## config.mk

```make
export PLATFORM = sky130hd
export DESIGN_NAME = regfile_write_arbiter_flat
export DESIGN_NICKNAME = d
export VERILOG_FILES = /design/src/rtl/regfile_write_arbiter_pkg.sv /design/src/rtl/regfile_write_arbiter_if.sv /design/src/rtl/regfile_write_arbiter_rr.sv /design/src/rtl/regfile_write_arbiter.sv /design/src/flat_wrapper.sv
export SDC_FILE = /design/constraint.sdc
export NUM_CORES = 1
export LEC_CHECK = 0
export ABC_AREA = 1
export CAP_MARGIN = 20
export CORE_MARGIN = 4
export CORE_UTILIZATION = 51
export CTS_BUF_LIST = sky130_fd_sc_hd__clkbuf_2 sky130_fd_sc_hd__clkbuf_4 sky130_fd_sc_hd__clkbuf_8
export DETAILED_ROUTE_END_ITERATION = 7
export GPL_TIMING_DRIVEN = 0
export PLACE_DENSITY_LB_ADDON = 0.15
export SLEW_MARGIN = 20
export SYNTH_ARGS = -nofsm -noshare
export SYNTH_HDL_FRONTEND = slang
export SYNTH_HIERARCHICAL = 1
export SYNTH_SLANG_ARGS = --single-unit
```

## constraint.sdc

```tcl
create_clock -name clk -period 3.87 [get_ports clk]
set_input_delay 0.5805 -clock clk [delete_from_list [all_inputs] [get_ports clk]]
set_output_delay 0.5805 -clock clk [all_outputs]
set_load 0.02 [all_outputs]
```

## src/rtl/regfile_write_arbiter_pkg.sv

```systemverilog
// rtl/regfile_write_arbiter_pkg.sv - shared widths, source enum and writeback entry type
package regfile_pkg;

  localparam int DATA_W  = 32;
  localparam int ADDR_W  = 5;
  localparam int NUM_SRC = 3;
  localparam logic [ADDR_W-1:0] LINK_REG = 5'd31;

  typedef enum logic [1:0] {
    SRC_LINK = 2'd0,
    SRC_LOAD = 2'd1,
    SRC_ALU  = 2'd2,
    SRC_NONE = 2'd3
  } src_t;

  typedef struct packed {
    logic              full;
    logic [ADDR_W-1:0] addr;
    logic [DATA_W-1:0] data;
  } wb_entry_t;

  function automatic logic [1:0] rr_next(input logic [1:0] idx);
    return (idx >= 2'd2) ? 2'd0 : idx + 2'd1;
  endfunction

endpackage

```

## src/rtl/regfile_write_arbiter_if.sv

```systemverilog
// rtl/regfile_write_arbiter_if.sv - writeback sources and register-file write port bundle
interface regfile_write_arbiter_if;
  import regfile_pkg::*;

  logic                  link_valid;
  logic [DATA_W-1:0]     link_pc;
  logic                  link_ready;

  logic                  load_valid;
  logic [ADDR_W-1:0]     load_addr;
  logic [DATA_W-1:0]     load_data;
  logic                  load_ready;

  logic                  alu_valid;
  logic [ADDR_W-1:0]     alu_addr;
  logic [DATA_W-1:0]     alu_data;
  logic                  alu_ready;

  logic                  wr_en;
  logic [ADDR_W-1:0]     wr_addr;
  logic [DATA_W-1:0]     wr_data;
  logic [2**ADDR_W-1:0]  pending;
  logic [1:0]            grant_src;

  modport master (
    output link_valid, link_pc, load_valid, load_addr, load_data,
           alu_valid, alu_addr, alu_data,
    input  link_ready, load_ready, alu_ready,
           wr_en, wr_addr, wr_data, pending, grant_src
  );

  modport slave (
    input  link_valid, link_pc, load_valid, load_addr, load_data,
           alu_valid, alu_addr, alu_data,
    output link_ready, load_ready, alu_ready,
           wr_en, wr_addr, wr_data, pending, grant_src
  );

endinterface

```

## src/rtl/regfile_write_arbiter_rr.sv

```systemverilog
// rtl/regfile_write_arbiter_rr.sv - three-way round-robin picker, search starts at rr_ptr
module rr_arbiter3
  import regfile_pkg::*;
(
  input  logic [NUM_SRC-1:0] eligible,
  input  logic [1:0]         rr_ptr,
  output logic [NUM_SRC-1:0] grant,
  output logic [1:0]         winner
);

  logic [1:0] idx;

  always_comb begin
    grant  = '0;
    winner = SRC_NONE;
    idx    = (rr_ptr == 2'd3) ? 2'd0 : rr_ptr;
    for (int k = 0; k < NUM_SRC; k++) begin
      if (grant == '0 && eligible[idx]) begin
        grant[idx] = 1'b1;
        winner     = idx;
      end
      idx = rr_next(idx);
    end
  end

endmodule

```

## src/rtl/regfile_write_arbiter.sv

```systemverilog
// rtl/regfile_write_arbiter.sv - one-entry buffers per writeback source, ordered RR grant to the write port
module regfile_write_arbiter
  import regfile_pkg::*;
(
  input  logic                    clk,
  input  logic                    rst_n,
  regfile_write_arbiter_if.slave  bus
);

  wb_entry_t          entry_q  [NUM_SRC];
  wb_entry_t          incoming [NUM_SRC];
  logic [NUM_SRC-1:0] older_q  [NUM_SRC];
  logic [NUM_SRC-1:0] older_d  [NUM_SRC];
  logic [1:0]         rr_ptr_q;

  logic [NUM_SRC-1:0] valid_in;
  logic [NUM_SRC-1:0] ready;
  logic [NUM_SRC-1:0] eligible;
  logic [NUM_SRC-1:0] grant;
  logic [NUM_SRC-1:0] store;
  logic [NUM_SRC-1:0] stay;
  logic [1:0]         winner;

  always_comb begin
    valid_in = {bus.alu_valid, bus.load_valid, bus.link_valid};

    incoming[0].full = 1'b1;
    incoming[0].addr = LINK_REG;
    incoming[0].data = bus.link_pc + DATA_W'(4);
    incoming[1].full = 1'b1;
    incoming[1].addr = bus.load_addr;
    incoming[1].data = bus.load_data;
    incoming[2].full = 1'b1;
    incoming[2].addr = bus.alu_addr;
    incoming[2].data = bus.alu_data;
  end

  // An entry waits while an older buffered write targets the same register.
  always_comb begin
    for (int i = 0; i < NUM_SRC; i++) begin
      eligible[i] = entry_q[i].full;
      for (int j = 0; j < NUM_SRC; j++) begin
        if (j != i && entry_q[j].full && older_q[j][i] &&
            entry_q[j].addr == entry_q[i].addr)
          eligible[i] = 1'b0;
      end
    end
  end

  rr_arbiter3 u_arb (
    .eligible (eligible),
    .rr_ptr   (rr_ptr_q),
    .grant    (grant),
    .winner   (winner)
  );

  // Writes to r0 complete the handshake but are never buffered.
  always_comb begin
    for (int i = 0; i < NUM_SRC; i++) begin
      ready[i] = !entry_q[i].full || grant[i];
      store[i] = valid_in[i] && ready[i] && (incoming[i].addr != '0);
      stay[i]  = entry_q[i].full && !grant[i];
    end
  end

  // New entries are younger than survivors; same-cycle arrivals order by index.
  always_comb begin
    for (int i = 0; i < NUM_SRC; i++) begin
      for (int j = 0; j < NUM_SRC; j++) begin
        older_d[i][j] = 1'b0;
        if (i != j) begin
          if (store[i] && store[j])
            older_d[i][j] = (i < j);
          else if (store[j])
            older_d[i][j] = stay[i];
          else if (!store[i])
            older_d[i][j] = older_q[i][j] && stay[i] && stay[j];
        end
      end
    end
  end

  always_ff @(posedge clk or negedge rst_n) begin
    if (!rst_n) begin
      for (int i = 0; i < NUM_SRC; i++) begin
        entry_q[i] <= '0;
        older_q[i] <= '0;
      end
      rr_ptr_q <= 2'd0;
    end else begin
      for (int i = 0; i < NUM_SRC; i++) begin
        if (store[i])
          entry_q[i] <= incoming[i];
        else if (grant[i])
          entry_q[i].full <= 1'b0;
        older_q[i] <= older_d[i];
      end
      if (grant != '0)
        rr_ptr_q <= rr_next(winner);
    end
  end

  assign bus.link_ready = ready[0];
  assign bus.load_ready = ready[1];
  assign bus.alu_ready  = ready[2];

  always_comb begin
    bus.wr_en     = 1'b0;
    bus.wr_addr   = '0;
    bus.wr_data   = '0;
    bus.grant_src = SRC_NONE;
    if (grant != '0) begin
      bus.wr_en     = 1'b1;
      bus.wr_addr   = entry_q[winner].addr;
      bus.wr_data   = entry_q[winner].data;
      bus.grant_src = winner;
    end
  end

  always_comb begin
    bus.pending = '0;
    for (int i = 0; i < NUM_SRC; i++) begin
      if (entry_q[i].full)
        bus.pending[entry_q[i].addr] = 1'b1;
    end
    bus.pending[0] = 1'b0;
  end

endmodule

```

## src/flat_wrapper.sv

```systemverilog
// flat-port wrapper written by rule: the top's interface ports become plain ports
module regfile_write_arbiter_flat import regfile_pkg::*;
  (clk, rst_n, bus_link_valid, bus_link_pc, bus_load_valid, bus_load_addr, bus_load_data, bus_alu_valid, bus_alu_addr, bus_alu_data, bus_link_ready, bus_load_ready, bus_alu_ready, bus_wr_en, bus_wr_addr, bus_wr_data, bus_pending, bus_grant_src);
  regfile_write_arbiter_if bus_i ();
  input  logic clk;
  input  logic rst_n;
  input wire logic [$bits(bus_i.link_valid)-1:0] bus_link_valid;
  input wire logic [$bits(bus_i.link_pc)-1:0] bus_link_pc;
  input wire logic [$bits(bus_i.load_valid)-1:0] bus_load_valid;
  input wire logic [$bits(bus_i.load_addr)-1:0] bus_load_addr;
  input wire logic [$bits(bus_i.load_data)-1:0] bus_load_data;
  input wire logic [$bits(bus_i.alu_valid)-1:0] bus_alu_valid;
  input wire logic [$bits(bus_i.alu_addr)-1:0] bus_alu_addr;
  input wire logic [$bits(bus_i.alu_data)-1:0] bus_alu_data;
  output wire logic [$bits(bus_i.link_ready)-1:0] bus_link_ready;
  output wire logic [$bits(bus_i.load_ready)-1:0] bus_load_ready;
  output wire logic [$bits(bus_i.alu_ready)-1:0] bus_alu_ready;
  output wire logic [$bits(bus_i.wr_en)-1:0] bus_wr_en;
  output wire logic [$bits(bus_i.wr_addr)-1:0] bus_wr_addr;
  output wire logic [$bits(bus_i.wr_data)-1:0] bus_wr_data;
  output wire logic [$bits(bus_i.pending)-1:0] bus_pending;
  output wire logic [$bits(bus_i.grant_src)-1:0] bus_grant_src;
  assign bus_i.link_valid = bus_link_valid;
  assign bus_i.link_pc = bus_link_pc;
  assign bus_i.load_valid = bus_load_valid;
  assign bus_i.load_addr = bus_load_addr;
  assign bus_i.load_data = bus_load_data;
  assign bus_i.alu_valid = bus_alu_valid;
  assign bus_i.alu_addr = bus_alu_addr;
  assign bus_i.alu_data = bus_alu_data;
  assign bus_link_ready = bus_i.link_ready;
  assign bus_load_ready = bus_i.load_ready;
  assign bus_alu_ready = bus_i.alu_ready;
  assign bus_wr_en = bus_i.wr_en;
  assign bus_wr_addr = bus_i.wr_addr;
  assign bus_wr_data = bus_i.wr_data;
  assign bus_pending = bus_i.pending;
  assign bus_grant_src = bus_i.grant_src;
  regfile_write_arbiter u_core (.clk(clk), .rst_n(rst_n), .bus(bus_i));
endmodule
```

# --- Word level (Yosys, flattened, before mapping) ---
# Index checks and enable logic that the tools add are counted.
classes:
  n_eq_ne: 7
  addsub: 4
  n_div: 0
  order_cmp: 16
  mul: 0
  reduce_logical: 60
  n_mux: 68
  shifts: 0
  bitwise: 5
ops:
  columns: ["cell", "count"]
  rows:
  - ["32-bit two-way mux", 4]
  - ["38-bit binary-select mux with 2-bit select", 1]
  - ["37-bit two-way mux", 2]
  - ["32-bit OR", 2]
  - ["1-bit logical AND", 43]
  - ["1-bit two-way mux", 40]
  - ["32-bit by 3-bit adder with 32-bit output (second input constant)", 1]
  - ["5-bit == test", 6]
  - ["5-bit by 6-bit < comparator with 1-bit output (second input constant)", 3]
  - ["2-bit two-way mux", 8]
  - ["1-bit demux with 5-bit select", 3]
  - ["5-bit by 1-bit greater-or-equal comparator with 1-bit output (second input constant)", 3]
  - ["5-bit nonzero test", 2]
  - ["2-bit by 3-bit < comparator with 1-bit output (second input constant)", 3]
  - ["3-bit two-way mux", 3]
  - ["2-bit by 1-bit adder with 2-bit output (second input constant)", 3]
  - ["1-bit binary-select mux with 2-bit select", 3]
  - ["1-bit demux with 2-bit select", 3]
  - ["2-bit by 1-bit greater-or-equal comparator with 1-bit output (second input constant)", 3]
  - ["2-bit greater-or-equal comparator (second input constant)", 3]
  - ["1-bit logical NOT", 6]
  - ["3-bit logical NOT", 2]
  - ["3-bit OR", 2]
  - ["2-bit nonzero test", 3]
  - ["other kinds (6)", 8]
totals:
  latchBits: 0
  mem_count: 0
  ram_bits: 0
  input_bits: 111
  ff_bits: 118
  romBits: 0
  wordCells: 173

# --- Logic depth before layout (Yosys ltp) ---
# Gate-level depths: netlist of run 1.
depth:
  ltp_word: 20
  mapped_depth: 28
  mapped_depth_nobuf: 26

# --- Cells and area by module ---
# The synthesis of run 1 kept the hierarchy.
modules_own_cells:
  columns: ["module", "n_inst", "cells_per_inst", "seq_area_each_um2", "area_per_inst_um2"]
  rows:
  - ["regfile_write_arbiter", 1, 1035, 2952.8, 7070.5]
  - ["rr_arbiter3", 1, 60, 0.0, 317.8]

# --- Least setup slack after synthesis of run 1 ---
# Ideal clock, no wire load.
synth_timing:
  path_kind: "flip-flop to output port"
  start: "reg u_core/entry_q[71] (netlist bit)"
  end: "out bus_wr_data[14]"
  path_buffers: 2
  required_time_ps: 3289
  stages_incl_launch_ff: 25
  arrival_time_ps: 3029
  slack_ps: 260
  path_cell_list: "dfrtp_1 inv_1 nand2_1 nor2_1 nand2_1 o21ai_0 nand2_1 nand2_1 nor2_1 inv_1 nand2_1 nand3_2 nand2_1 nand2_1 nand3_1 nand2_2 nor2_4 nand3_2 nand2_1 nand2_1 buf_2 nor2_1 buf_2 nand2_1 o21ai_0"
synth_between:
  elab_chain_cells: 18
  elab_cells_between_ends: 37
synth_lines:
  columns: ["element", "line_no", "source"]
  rows:
  - ["start, declared", "regfile_write_arbiter.sv:10", "wb_entry_t entry_q [NUM_SRC];"]
  - ["start signal, assigned by index", "regfile_write_arbiter.sv:93", "entry_q[i] <= incoming[i];"]
  - ["5-bit == test", "regfile_write_arbiter.sv:44", "entry_q[j].addr == entry_q[i].addr)"]
  - ["1-bit logical AND", "regfile_write_arbiter.sv:43", "if (j != i && entry_q[j].full && older_q[j][i] &&"]
  - ["1-bit two-way mux", "regfile_write_arbiter.sv:43", null]
  - ["1-bit two-way mux *", "regfile_write_arbiter.sv:43", null]
  - ["via u_core.eligible[1]", "regfile_write_arbiter.sv:18", "logic [NUM_SRC-1:0] eligible;"]
  - ["1-bit binary-select mux with 2-bit select", "regfile_write_arbiter_rr.sv:18", "if (grant == '0 && eligible[idx]) begin"]
  - ["1-bit two-way mux (not written as such)", "regfile_write_arbiter_rr.sv:18", null]
  - ["3-bit two-way mux", "regfile_write_arbiter_rr.sv:18", null]
  - ["(+3 left out)", null, null]
  - ["3-bit logical NOT", "regfile_write_arbiter_rr.sv:18", null]
  - ["1-bit logical AND", "regfile_write_arbiter_rr.sv:18", null]
  - ["2-bit two-way mux *", "regfile_write_arbiter_rr.sv:18", null]
  - ["via u_core.winner[0]", "regfile_write_arbiter.sv:22", "logic [1:0] winner;"]
  - ["2-bit NOT with 3-bit output (not written as such) *", "regfile_write_arbiter.sv:115", "bus.wr_data = entry_q[winner].data;"]
  - ["38-bit binary-select mux with 2-bit select *", "regfile_write_arbiter.sv:115", null]
  - ["37-bit two-way mux * (2 in series)", null, null]
  - ["32-bit two-way mux *", "regfile_write_arbiter.sv:112", "if (grant != '0) begin"]
  - ["end, declared", "flat_wrapper.sv:20", "output wire logic [$bits(bus_i.wr_data)-1:0] bus_wr_data;"]
# The timed path passes the listed nets; every way through them passes the cells marked *. The select of a mux whose other input is x is not followed.

# --- Final worst setup path of run 1 ---
layout_timing:
  start: "reg u_core/entry_q[70] (netlist bit)"
  end: "out bus_wr_data[27]"
layout_between:
  elab_chain_cells: 18
  elab_cells_between_ends: 37
layout_lines:
  columns: ["element", "line_no"]
  rows:
  - ["5-bit == test *", "regfile_write_arbiter.sv:44"]
  - ["1-bit logical AND *", "regfile_write_arbiter.sv:43"]
  - ["1-bit two-way mux * (2 in series)", "regfile_write_arbiter.sv:43"]
  - ["via u_core.eligible[0]", "regfile_write_arbiter.sv:18"]
  - ["1-bit binary-select mux with 2-bit select", "regfile_write_arbiter_rr.sv:18"]
  - ["1-bit two-way mux (not written as such)", "regfile_write_arbiter_rr.sv:18"]
  - ["3-bit two-way mux", "regfile_write_arbiter_rr.sv:18"]
  - ["3-bit logical NOT", "regfile_write_arbiter_rr.sv:18"]
  - ["(+2 left out)", null]
  - ["3-bit logical NOT", "regfile_write_arbiter_rr.sv:18"]
  - ["1-bit logical AND", "regfile_write_arbiter_rr.sv:18"]
  - ["2-bit two-way mux *", "regfile_write_arbiter_rr.sv:18"]
  - ["via u_core.winner[0]", "regfile_write_arbiter.sv:22"]
  - ["2-bit NOT with 3-bit output (not written as such) *", "regfile_write_arbiter.sv:115"]
  - ["38-bit binary-select mux with 2-bit select *", "regfile_write_arbiter.sv:115"]
  - ["37-bit two-way mux * (2 in series)", null]
  - ["32-bit two-way mux *", "regfile_write_arbiter.sv:112"]
# Marks and branches as above.

==> out/qor.txt, run 1 <==
===============================================================================================
Number of global-route vias before repair                                                  8153
Yosys warnings                                                                                6
Required arrival time at the worst endpoint                                             3.29 ns
Placer congestion estimate                                                               0.9848
Crit path launch type                                                                      flop
Post-layout net count                                                                      1465
I/O pin count                                                                               186
Total gr overflow                                                                             0
Fmax                                                                                  224.2 MHz
Worst stage delay on the critical path                                                  0.45 ns
Die W                                                                                  128.4 µm
Final total negative setup slack                                                      -18.09 ns
Drt initial violations                                                                     1139
Maximum fanout count along the critical path                                                  7
Shortest clock period the worst path allows after layout                               4.460 ns
Count of inserted antenna diode cells                                                         0
Core Rows                                                                                    43
Seq cells post-synth                                                                        118
Post-detailed-route via-to-cell ratio                                                     5.922
Pre-Repair DR Iteration Count                                                                 6
Number of DRC violations after detailed routing                                               0
Vias after detailed routing                                                                9131
Number of hold-repair buffers added at the cts stage                                          0
Area inside the core boundary                                                         14040 µm²
CTS root buffer                                                                    sky130_fd_sc_hd__clkbuf_8
WHS                                                                                  0.08913 ns
Path type of the worst min-delay path                                                  in2async
Wire length after detailed routing                                                     31060 µm
Largest net degree at the start of global routing                                            61
Final cycle utilization of the critical path                                             115.3%
Top FF cell, synth                                                                 sky130_fd_sc_hd__dfrtp_1
Count of input and output buffers                                                           184
Unrepaired setup endpoints after global routing                                            true
Syn_area_per_cell                                                                     6.747 µm²
Number of sinks on the clock net                                                            118
First-pass GRT wire length                                                             41190 µm
Max Root-Sink Buffers                                                                         2
Post-detail-place hpwl                                                                 18700 µm
Area of the die                                                                       16480 µm²
Die height                                                                             128.4 µm
Cell area after synthesis                                                              7388 µm²
Count of distinct cell types in the synthesized netlist                                      40
Slew at the pin with the worst max-slew slack                                         0.5805 ns
Largest clock skew in the final design                                               0.02353 ns
Endpoints failing hold                                                                        0
Source-to-sink clock delay at the later pin of the worst-skew pair                      0.46 ns
H-tree levels                                                                                 4
Violations in the final reports                                                    negative setup slack
Fraction of synthesis flops using an asynchronous set or reset pin                       100.0%
Proportion of layout cells with a drive suffix above 1                                   26.36%
Critical path type                                                                      reg2out
Initial antenna violation count                                                               0
Crit path capture type                                                               output pin
Relative slew slack                                                                      61.00%
Number of max-slew violations in the final report                                             0
Initial core utilization                                                                 52.62%
Net count after synthesis                                                                  1211
Status                                                                             finished, violations left
Area growth from synthesis to final layout                                               55.21%
Routed wire length per instance                                                        20.14 µm
Post-layout worst setup margin                                                       -0.5902 ns
Aggregate global-route resource usage                                                    32.05%
Worst path arrival time                                                                 3.88 ns
Number of enable flip-flop cells after synthesis                                              0
Max-capacitance violation count                                                               0
Final setup violating endpoints                                                              41
Clock tree from TritonCTS                                                                 built
Slowest cell on crit path                                                          sky130_fd_sc_hd__dfrtp_2
Clock input transition at the sequential cells of the worst setup and hold paths        0.09 ns
Share of the yosys chip area belonging to registers                                      39.97%
Number of clock buffers inserted by TritonCTS                                                17
Post-detailed-route count of antenna-violating nets                                           0
Post-synthesis instance total                                                              1095
===============================================================================================
[cells in the mapped netlist, drive strengths merged (3+ instances only)]
| library cell | instances | area (µm²) |
|---|---|---|
| o21ai | 69 | 349.1 |
| inv | 106 | 397.9 |
| o21bai | 8 | 60.06 |
| nand2 | 458 | 1754 |
| nand3b | 3 | 22.52 |
| nand3 | 147 | 745.7 |
| a22o | 3 | 26.28 |
| nor3 | 13 | 92.59 |
| nor2 | 71 | 352.8 |
| xor2 | 8 | 70.07 |
| dfrtp | 118 | 2953 |
| a21oi | 18 | 90.09 |
| clkbuf | 8 | 30.03 |
| buf | 40 | 239.0 |
| o211ai | 6 | 45.04 |
| ha | 5 | 62.56 |
[layer usage]
layer / wire length [µm] / vias to the layer above / track usage, %
met4: 2395 / 0 / 14.36
li1: - / 3984 / -
met2: 14700 / 764 / 55.75
met3: 3439 / 216 / 6.600
met1: 10530 / 4167 / 38.27
met5: 0 / - / 0
[critical path, delay by kind of cell (launching register included)]
kind / cells / cell delay [ns]
compound gates: 2 / 0.28
buf+inv: 9 / 0.97
flops: 1 / 0.45
simple gates: 17 / 1.70
[stage by stage]
step           cells  util [%]  cell area (µm²)  setup slack [ns]
2_1_floorplan   1095         -             7388            0.2602
3_3_place_gp    1459     67.33             9455            -2.311
3_5_place_dp    1460     67.54             9484           -0.9383
4_1_cts         1523     75.54            10610           -0.2312
5_1_grt         1542     81.66            11470           -0.6754
6_report        1542     81.66            11470           -0.5902
[worst paths after layout]
| check | start | endpoint | slack (ns) | cells past startpoint |
|---|---|---|---|---|
| max | u_core/entry_q[70] | bus_wr_data[27] | -0.59 | 28 |
| min | rst_n | u_core/entry_q[77] | 0.09 | 1 |
| max reg2reg | u_core/entry_q[70] | u_core/entry_q[70] | 0.38 | 23 |
| min reg2reg | u_core/entry_q[66] | u_core/entry_q[66] | 0.48 | 2 |
| max in group asynchronous | rst_n | u_core/entry_q[71] | 3.05 | 2 |
| min in group clk | u_core/entry_q[66] | u_core/entry_q[66] | 0.48 | 2 |
[kinds of logic (layout without fill, tap and decap cells)]
logic type / after synthesis / after routing / synth area share [%]
AO/OA/AOI/OAI: 109 / 109 / 8.247
XOR/XNOR: 10 / 10 / 1.186
adder cells (fa/ha/maj): 5 / 5 / 0.8467
buffers and inverters: 154 / 421 / 9.026
flip-flops: 118 / 118 / 39.97
other: 1 / 1 / 0.05076
AND/OR/NAND/NOR: 698 / 698 / 40.68
[placed cells by master (no fill, tap or decap), drive strengths merged, types with 2 or more instances in the layout]
master         netlist  final
clkbuf               8     34
nand4                2      2
o21bai               8      8
nor3                13     13
clkdlybuf4s50        0    140
xnor2                2      2
o21ai               69     69
clkinvlp             0      2
nand2              458    458
clkinv               0      2
or2                  2      2
dfrtp              118    118
a22o                 3      3
o211ai               6      6
ha                   5      5
bufinv               0      5
o21a                 2      2
buf                 40    132
xor2                 8      8
nor2                71     71
nand3              147    147
a21oi               18     18
inv                106    104
nand3b               3      3
[area by class of cell]
| cell class | count | area, µm² |
|---|---|---|
| Multi-Input combinational cell | 823 | 4502 |
| Clock inverter | 7 | 162.7 |
| Tap cell | 180 | 225.2 |
| Clock buffer | 25 | 331.6 |
| Sequential cell | 118 | 2960 |
| Buffer | 45 | 374.1 |
| Inverter | 106 | 426.7 |
| Timing Repair Buffer | 238 | 2485 |
| Fill cell | 824 | 2575 |
[sequential cells by signal, summed over array words and instances, names as in the netlist]
signal           count
u_core/older_q       6
u_core/rr_ptr_q      2
u_core/entry_q     110
[what timing repair did]
action,CTS,global route
endpoints found under the setup margin,43,43
resized for setup,346,197
cloned,6,3
pin swaps,29,57
setup buffers,27,18
Power of run 1 is not shown: default switching activity piles up to over one toggle a cycle in this logic, so the estimate is an artifact.
==> run 2, diff against run 1 <==
--- a/config.mk
+++ b/config.mk
@@ -12,6 +12,7 @@
 export CTS_BUF_LIST = sky130_fd_sc_hd__clkbuf_2 sky130_fd_sc_hd__clkbuf_4 sky130_fd_sc_hd__clkbuf_8
 export DETAILED_ROUTE_END_ITERATION = 7
 export GPL_TIMING_DRIVEN = 0
+export MAX_ROUTING_LAYER = met4
 export PLACE_DENSITY_LB_ADDON = 0.15
 export SLEW_MARGIN = 20
 export SYNTH_ARGS = -nofsm -noshare
==> run 2 against run 1 <==
  * The run still ends with negative setup slack left
  * Via count decreased by 10%
  * Hold slack got worse by 0.014 ns
  * Clock-buffer cell count decreased by 7
  * Maximum frequency increased by 4.2%
  * Final cell count decreased by 1.4%
  * Non-clock buffer count decreased by 21
  * Utilization decreased by 6.8 points
  * Register-to-register slack improved by 0.16 ns
  * Flip-flop and latch count unchanged
==> out/qor.txt, run 2 (synthesis results as in run 1) <==
===============================================================================================
Clock tree from TritonCTS                                                                 built
Cell area reported after detailed placement                                            9484 µm²
Die W                                                                                  128.4 µm
Non-filler instance count after layout                                                     1521
Worst path arrival time                                                                 3.70 ns
Slew at the pin with the worst max-slew slack                                         0.5939 ns
Largest registers                                                                  u_core/entry_q (110), u_core/older_q (6), u_core/rr_ptr_q (2)
Most common library cell in the layout ignoring fill and taps                      sky130_fd_sc_hd__nand2_1
CTS root buffer                                                                    sky130_fd_sc_hd__clkbuf_8
Wire length after detailed routing                                                     25160 µm
Die height                                                                             128.4 µm
Initial core utilization                                                                 52.62%
Number of max-slew violations in the final report                                             0
Final std cell area, no fill                                                          10510 µm²
Shortest clock period the worst path allows after layout                               4.279 ns
Number of sinks on the clock net                                                            118
Endpoints failing hold                                                                        0
Number of flip-flops in the largest register                                                110
Final-layout fill cell count                                                               1109
Largest net degree at the start of global routing                                            68
Maximum fanout count along the critical path                                                  7
Area growth from synthesis to final layout                                               42.27%
Fmax                                                                                  233.7 MHz
Cell count of the worst reg-to-reg path                                                      23
Number of global-route vias before repair                                                  7646
Placer congestion estimate                                                               0.9937
Count of inserted antenna diode cells                                                         0
Most flops, register                                                               u_core/entry_q
Initial antenna violation count                                                               0
Pre-Repair DR Iteration Count                                                                 7
Leading cell types in the layout, fill and taps excluded                           427 x sky130_fd_sc_hd__nand2_1, 140 x sky130_fd_sc_hd__clkdlybuf4s50_1, 139 x sky130_fd_sc_hd__nand3_1
Required arrival time at the worst endpoint                                             3.29 ns
Number of DRC violations after detailed routing                                               0
Area inside the core boundary                                                         14040 µm²
Post-layout net count                                                                      1444
Vias after detailed routing                                                                8203
Max Root-Sink Buffers                                                                         2
Crit path capture type                                                               output pin
Proportion of layout cells with a drive suffix above 1                                   18.27%
Final cycle utilization of the critical path                                             110.6%
Post-layout worst setup margin                                                       -0.4092 ns
Total gr overflow                                                                             0
Max-capacitance violation count                                                               0
Final setup violating endpoints                                                              40
Worst setup slack before clock tree synthesis                                        -0.9508 ns
Path type of the worst min-delay path                                                  in2async
Aggregate global-route resource usage                                                    31.23%
Largest clock skew in the final design                                               0.01257 ns
Clock input transition at the sequential cells of the worst setup and hold paths        0.08 ns
Post-detail-place hpwl                                                                 18690 µm
First-pass GRT wire length                                                             39010 µm
Status                                                                             finished, violations left
Unrepaired setup endpoints after global routing                                            true
Cells after DPL                                                                            1460
Critical path type                                                                      reg2out
Count of input and output buffers                                                           184
Post-detailed-route count of antenna-violating nets                                           0
Relative slew slack                                                                      60.40%
Number of clock buffers inserted by TritonCTS                                                17
Drt initial violations                                                                      687
Routed wire length per instance                                                        16.54 µm
Area of the die                                                                       16480 µm²
I/O pin count                                                                               186
Source-to-sink clock delay at the later pin of the worst-skew pair                      0.44 ns
H-tree levels                                                                                 4
Core Rows                                                                                    43
Crit path launch type                                                                      flop
Post-detailed-route via-to-cell ratio                                                     5.393
Violations in the final reports                                                    negative setup slack
===============================================================================================
[run 2: changes by cell type in the layout (fill, tap and decap cells not counted), moves of 6 or more]
cell / delta
sky130_fd_sc_hd__buf_6: -38
sky130_fd_sc_hd__nand3_1: +20
sky130_fd_sc_hd__nand2_4: -16
sky130_fd_sc_hd__inv_1: +14
sky130_fd_sc_hd__a21oi_1: +6
sky130_fd_sc_hd__nand2_8: -7
sky130_fd_sc_hd__buf_12: -7
sky130_fd_sc_hd__buf_4: +25
sky130_fd_sc_hd__o21ai_2: -6
sky130_fd_sc_hd__nand2_2: -22
sky130_fd_sc_hd__nand3_2: -17
sky130_fd_sc_hd__nand2_1: +45
sky130_fd_sc_hd__inv_2: -14
[run 2: layout make-up]
cell class	count	area, µm²	share of cell area [%]
tap	180	225.2	2.143
multi-input combinational	823	4020	38.25
timing repair buffer	218	2117	20.14
clock buffer	18	247.7	2.357
clock inverter	14	176.4	1.678
inverter	106	407.9	3.881
sequential	118	2962	28.18
buffer	44	355.3	3.381
[run 2: what timing repair did]
action / CTS / global route
resized for setup: 290 / 63
hold buffers: 0 / 0
buffers inserted: 20 / 9
setup endpoints to repair: 43 / 43
cloned: 3 / 1
pin swaps: 17 / 16
[run 2: final timing paths]
kind                                          from                   to  slack, ns
worst max-delay path            u_core/entry_q[33]      bus_wr_data[16]      -0.41
worst min-delay path                         rst_n   u_core/entry_q[10]       0.08
worst max register to register  u_core/entry_q[33]  u_core/entry_q[105]       0.54
worst min register to register  u_core/entry_q[38]   u_core/entry_q[38]       0.48
max in group asynchronous                    rst_n   u_core/entry_q[72]       3.07
min in group clk                u_core/entry_q[38]   u_core/entry_q[38]       0.48
[run 2: metrics by stage]
step / utilization, % / TNS (ns) / hold slack [ns]
after global routing: 74.86 / -18.35 / 0.08441
after CTS: 72.77 / -6.117 / 0.07374
after global placement: 67.33 / -293.75 / 0.4538
after floorplan: - / 0 / 0.2849
final: 74.86 / -11.85 / 0.07556
after detailed placement: 67.54 / -25.23 / 0.4583
[run 2: layer usage]
metal,share of wire (%),wire (µm),global-route usage (%)
met5,0,0,-
met4,3.1,774,10.30
met3,7.8,1957,4.981
met2,49,12360,52.62
met1,40,10070,38.47
[run 2: worst max-delay path, stage by stage (launching register included)]
cell and delay, ns:
sky130_fd_sc_hd__dfrtp_2 0.49, sky130_fd_sc_hd__buf_6 0.13, sky130_fd_sc_hd__nand3_1 0.05, sky130_fd_sc_hd__or2_1 0.24
sky130_fd_sc_hd__nand2_2 0.09, sky130_fd_sc_hd__nand2_1 0.05, sky130_fd_sc_hd__nand2_1 0.06, sky130_fd_sc_hd__nor2_2 0.05
sky130_fd_sc_hd__nand3b_1 0.20, sky130_fd_sc_hd__nand2_2 0.11, sky130_fd_sc_hd__nor2_4 0.19, sky130_fd_sc_hd__nand3_1 0.11
sky130_fd_sc_hd__o21ai_0 0.29, sky130_fd_sc_hd__nand2_2 0.13, sky130_fd_sc_hd__nand2_4 0.13, sky130_fd_sc_hd__inv_4 0.06
sky130_fd_sc_hd__nor2_4 0.14, sky130_fd_sc_hd__buf_6 0.15, sky130_fd_sc_hd__buf_8 0.13, sky130_fd_sc_hd__nand2_2 0.05
sky130_fd_sc_hd__o211ai_1 0.09, sky130_fd_sc_hd__nand2_1 0.14, sky130_fd_sc_hd__inv_1 0.09, sky130_fd_sc_hd__buf_6 0.11
Power of run 2 is left out for the same reason.
==> run 3, diff against run 2 <==
--- a/config.mk
+++ b/config.mk
@@ -7,6 +7,7 @@
 export LEC_CHECK = 0
 export ABC_AREA = 1
 export CAP_MARGIN = 20
+export CORE_ASPECT_RATIO = 0.8
 export CORE_MARGIN = 4
 export CORE_UTILIZATION = 51
 export CTS_BUF_LIST = sky130_fd_sc_hd__clkbuf_2 sky130_fd_sc_hd__clkbuf_4 sky130_fd_sc_hd__clkbuf_8
==> run 3 against run 2 <==
  * The run still ends with negative setup slack left
  * Critical path depth grew 2
  * Non-clock buffer count rose by 17
  * Final area up 4.0%
  * Global-route usage up 1.4 points
  * Worst setup slack improved by 0.022 ns
  * Clock-buffer cell count increased by 4
  * Hold slack got worse by 0.0088 ns
  * Flip-flop and latch count unchanged
  * Routed wire length up 10%
  * Via count up 7.3%
  * Utilization grew 1.8 points
  * Sequential share of layout area decreased by 1.1 points
  * Critical path type unchanged
==> out/qor.txt, run 3 (synthesis results as in run 1) <==
===============================================================================================
Number of hold-repair buffers added at the cts stage                                          0
Placer congestion estimate                                                               0.9348
Required arrival time at the worst endpoint                                             3.29 ns
Fmax                                                                                  234.9 MHz
Count of input and output buffers                                                           184
Shortest clock period the worst path allows after layout                               4.258 ns
Routed wire length per instance                                                        18.00 µm
Area growth from synthesis to final layout                                               47.91%
H-tree levels                                                                                 4
Drt initial violations                                                                     1251
Non-filler instance count after layout                                                     1542
Worst stage delay on the critical path                                                  0.39 ns
Status                                                                             finished, violations left
Count of inserted antenna diode cells                                                         0
Total gr overflow                                                                             0
Clock input transition at the sequential cells of the worst setup and hold paths        0.07 ns
Post-detail-place hpwl                                                                 18900 µm
Worst setup slack before clock tree synthesis                                         -1.012 ns
Number of DRC violations after detailed routing                                               0
Die height                                                                             115.7 µm
Final setup violating endpoints                                                              40
Most flops, register                                                               u_core/entry_q
Max-capacitance violation count                                                               0
Initial core utilization                                                                 51.85%
CTS root buffer                                                                    sky130_fd_sc_hd__clkbuf_8
Vias after detailed routing                                                                8799
Post-detailed-route via-to-cell ratio                                                     5.706
R2R setup slack                                                                         0.44 ns
Final std cell area, no fill                                                          10930 µm²
Post-detailed-route count of antenna-violating nets                                           0
Wire length after detailed routing                                                     27750 µm
Slew at the pin with the worst max-slew slack                                         0.5751 ns
Critical R2R Launch                                                                u_core/entry_q[34]
Number of sinks on the clock net                                                            118
Core Rows                                                                                    39
Leading cell types in the layout, fill and taps excluded                           409 x sky130_fd_sc_hd__nand2_1, 140 x sky130_fd_sc_hd__clkdlybuf4s50_1, 130 x sky130_fd_sc_hd__nand3_1
Max Root-Sink Buffers                                                                         2
Violations in the final reports                                                    negative setup slack
First-pass GRT wire length                                                             40860 µm
Reg-to-Reg End                                                                     u_core/entry_q[6]
Relative slew slack                                                                      61.66%
Largest net degree at the start of global routing                                            73
Largest clock skew in the final design                                               0.01168 ns
Final cycle utilization of the critical path                                             110.0%
Cell count of the worst reg-to-reg path                                                      24
Crit path top cell by count                                                        sky130_fd_sc_hd__nor2_4
Critical path type                                                                      reg2out
Most common library cell in the layout ignoring fill and taps                      sky130_fd_sc_hd__nand2_1
Aggregate global-route resource usage                                                    32.67%
Clock tree from TritonCTS                                                                 built
Worst path arrival time                                                                 3.68 ns
Die W                                                                                  142.6 µm
Unrepaired setup endpoints after global routing                                            true
Number of flip-flops in the largest register                                                110
Maximum fanout count along the critical path                                                  7
Cell area reported after detailed placement                                            9489 µm²
Initial antenna violation count                                                               0
Crit path capture type                                                               output pin
Number of clock buffers inserted by TritonCTS                                                17
Fin util                                                                                 76.69%
Crit path launch type                                                                      flop
I/O pin count                                                                               186
Post-layout net count                                                                      1461
Pre-Repair DR Iteration Count                                                                 6
Cells after DPL                                                                            1464
Slowest cell on crit path                                                          sky130_fd_sc_hd__dfrtp_1
Family of cells with the greatest summed delay on the critical path                simple AND/OR/NAND/NOR gates
Endpoints failing hold                                                                        0
Path type of the worst min-delay path                                                  in2async
Area of the die                                                                       16490 µm²
Buffers and inverters on the worst path                                                       8
Source-to-sink clock delay at the later pin of the worst-skew pair                      0.44 ns
Post-layout worst setup margin                                                       -0.3876 ns
Largest registers                                                                  u_core/entry_q (110), u_core/older_q (6), u_core/rr_ptr_q (2)
Area inside the core boundary                                                         14250 µm²
Proportion of layout cells with a drive suffix above 1                                   22.39%
Number of global-route vias before repair                                                  7839
Number of max-slew violations in the final report                                             0
===============================================================================================
-- run 3: changes by cell type in the layout (fill, tap and decap cells not counted), moves of 9 or more --
| cell | change |
|---|---|
| sky130_fd_sc_hd__buf_6 | +25 |
| sky130_fd_sc_hd__nand2_1 | -18 |
| sky130_fd_sc_hd__buf_4 | -13 |
| sky130_fd_sc_hd__nand3_1 | -9 |
| sky130_fd_sc_hd__nand2_2 | +16 |
-- run 3: area by class of cell --
| class | count | area (µm²) |
|---|---|---|
| plain buffers | 44 | 355.3 |
| clock buffers | 22 | 277.8 |
| clock inverters | 10 | 105.1 |
| fillers | 1078 | 3321 |
| inverters | 106 | 410.4 |
| multi-input cells | 823 | 4225 |
| flip-flops and latches | 118 | 2962 |
| well taps | 184 | 230.2 |
| repair buffers | 235 | 2362 |
-- run 3: how the worst max path moves through the flow --
stage                       start                   to  slack [ns]  cells past startpoint
3_3_place_gp                rst_n  u_core/entry_q[104]       -2.40                      1
6_report       u_core/entry_q[34]       bus_wr_data[7]       -0.39                     25
2_1_floorplan  u_core/entry_q[71]      bus_wr_data[14]        0.26                     24
4_1_cts        u_core/entry_q[34]      bus_wr_data[21]       -0.27                     24
5_1_grt        u_core/entry_q[34]       bus_wr_addr[1]       -0.54                     24
3_5_place_dp   u_core/entry_q[71]      bus_wr_data[14]       -1.01                     25
-- run 3: routing by layer --
metal	routed length, µm	GRT usage, %
met5	0	-
met3	3405	6.023
met4	680	8.106
met1	11310	47.12
met2	12360	47.97
-- run 3: worst register-to-register path: stages, from the launching register on --
cell and delay, ns:
sky130_fd_sc_hd__dfrtp_1 0.39, sky130_fd_sc_hd__buf_6 0.14, sky130_fd_sc_hd__xor2_2 0.18, sky130_fd_sc_hd__nor2_2 0.15, sky130_fd_sc_hd__nand3_4 0.13, sky130_fd_sc_hd__nor2_4 0.16, sky130_fd_sc_hd__nor2_4 0.06, sky130_fd_sc_hd__inv_1 0.06
sky130_fd_sc_hd__nand2_1 0.05, sky130_fd_sc_hd__nand3_2 0.11, sky130_fd_sc_hd__nand2_4 0.09, sky130_fd_sc_hd__nand2_4 0.10, sky130_fd_sc_hd__buf_4 0.12, sky130_fd_sc_hd__o21ai_4 0.05, sky130_fd_sc_hd__nor2_2 0.16, sky130_fd_sc_hd__nand3_2 0.13
sky130_fd_sc_hd__buf_4 0.17, sky130_fd_sc_hd__nand2_2 0.08, sky130_fd_sc_hd__inv_1 0.08, sky130_fd_sc_hd__nand2_4 0.08, sky130_fd_sc_hd__inv_2 0.08, sky130_fd_sc_hd__nor2_8 0.17, sky130_fd_sc_hd__buf_2 0.31, sky130_fd_sc_hd__nand3_1 0.17
sky130_fd_sc_hd__nand2_1 0.13
-- run 3: repair_timing --
action                                 in CTS  in global routing
setup buffers                              23                 22
resized for setup                         259                184
pin swaps                                  18                 51
setup endpoints to repair                  43                 43
endpoints found under the hold margin       0                  0
gates cloned                                4                  2
-- run 3: stage by stage --
stage,hold WS (ns),TNS (ns)
final,0.06674,-11.82
after global routing,0.09425,-18.17
after CTS,0.07645,-7.726
after detailed placement,0.4584,-27.71
after global placement,0.4538,-309.48
after floorplan,0.2849,0
Power of run 3 is left out for the same reason.
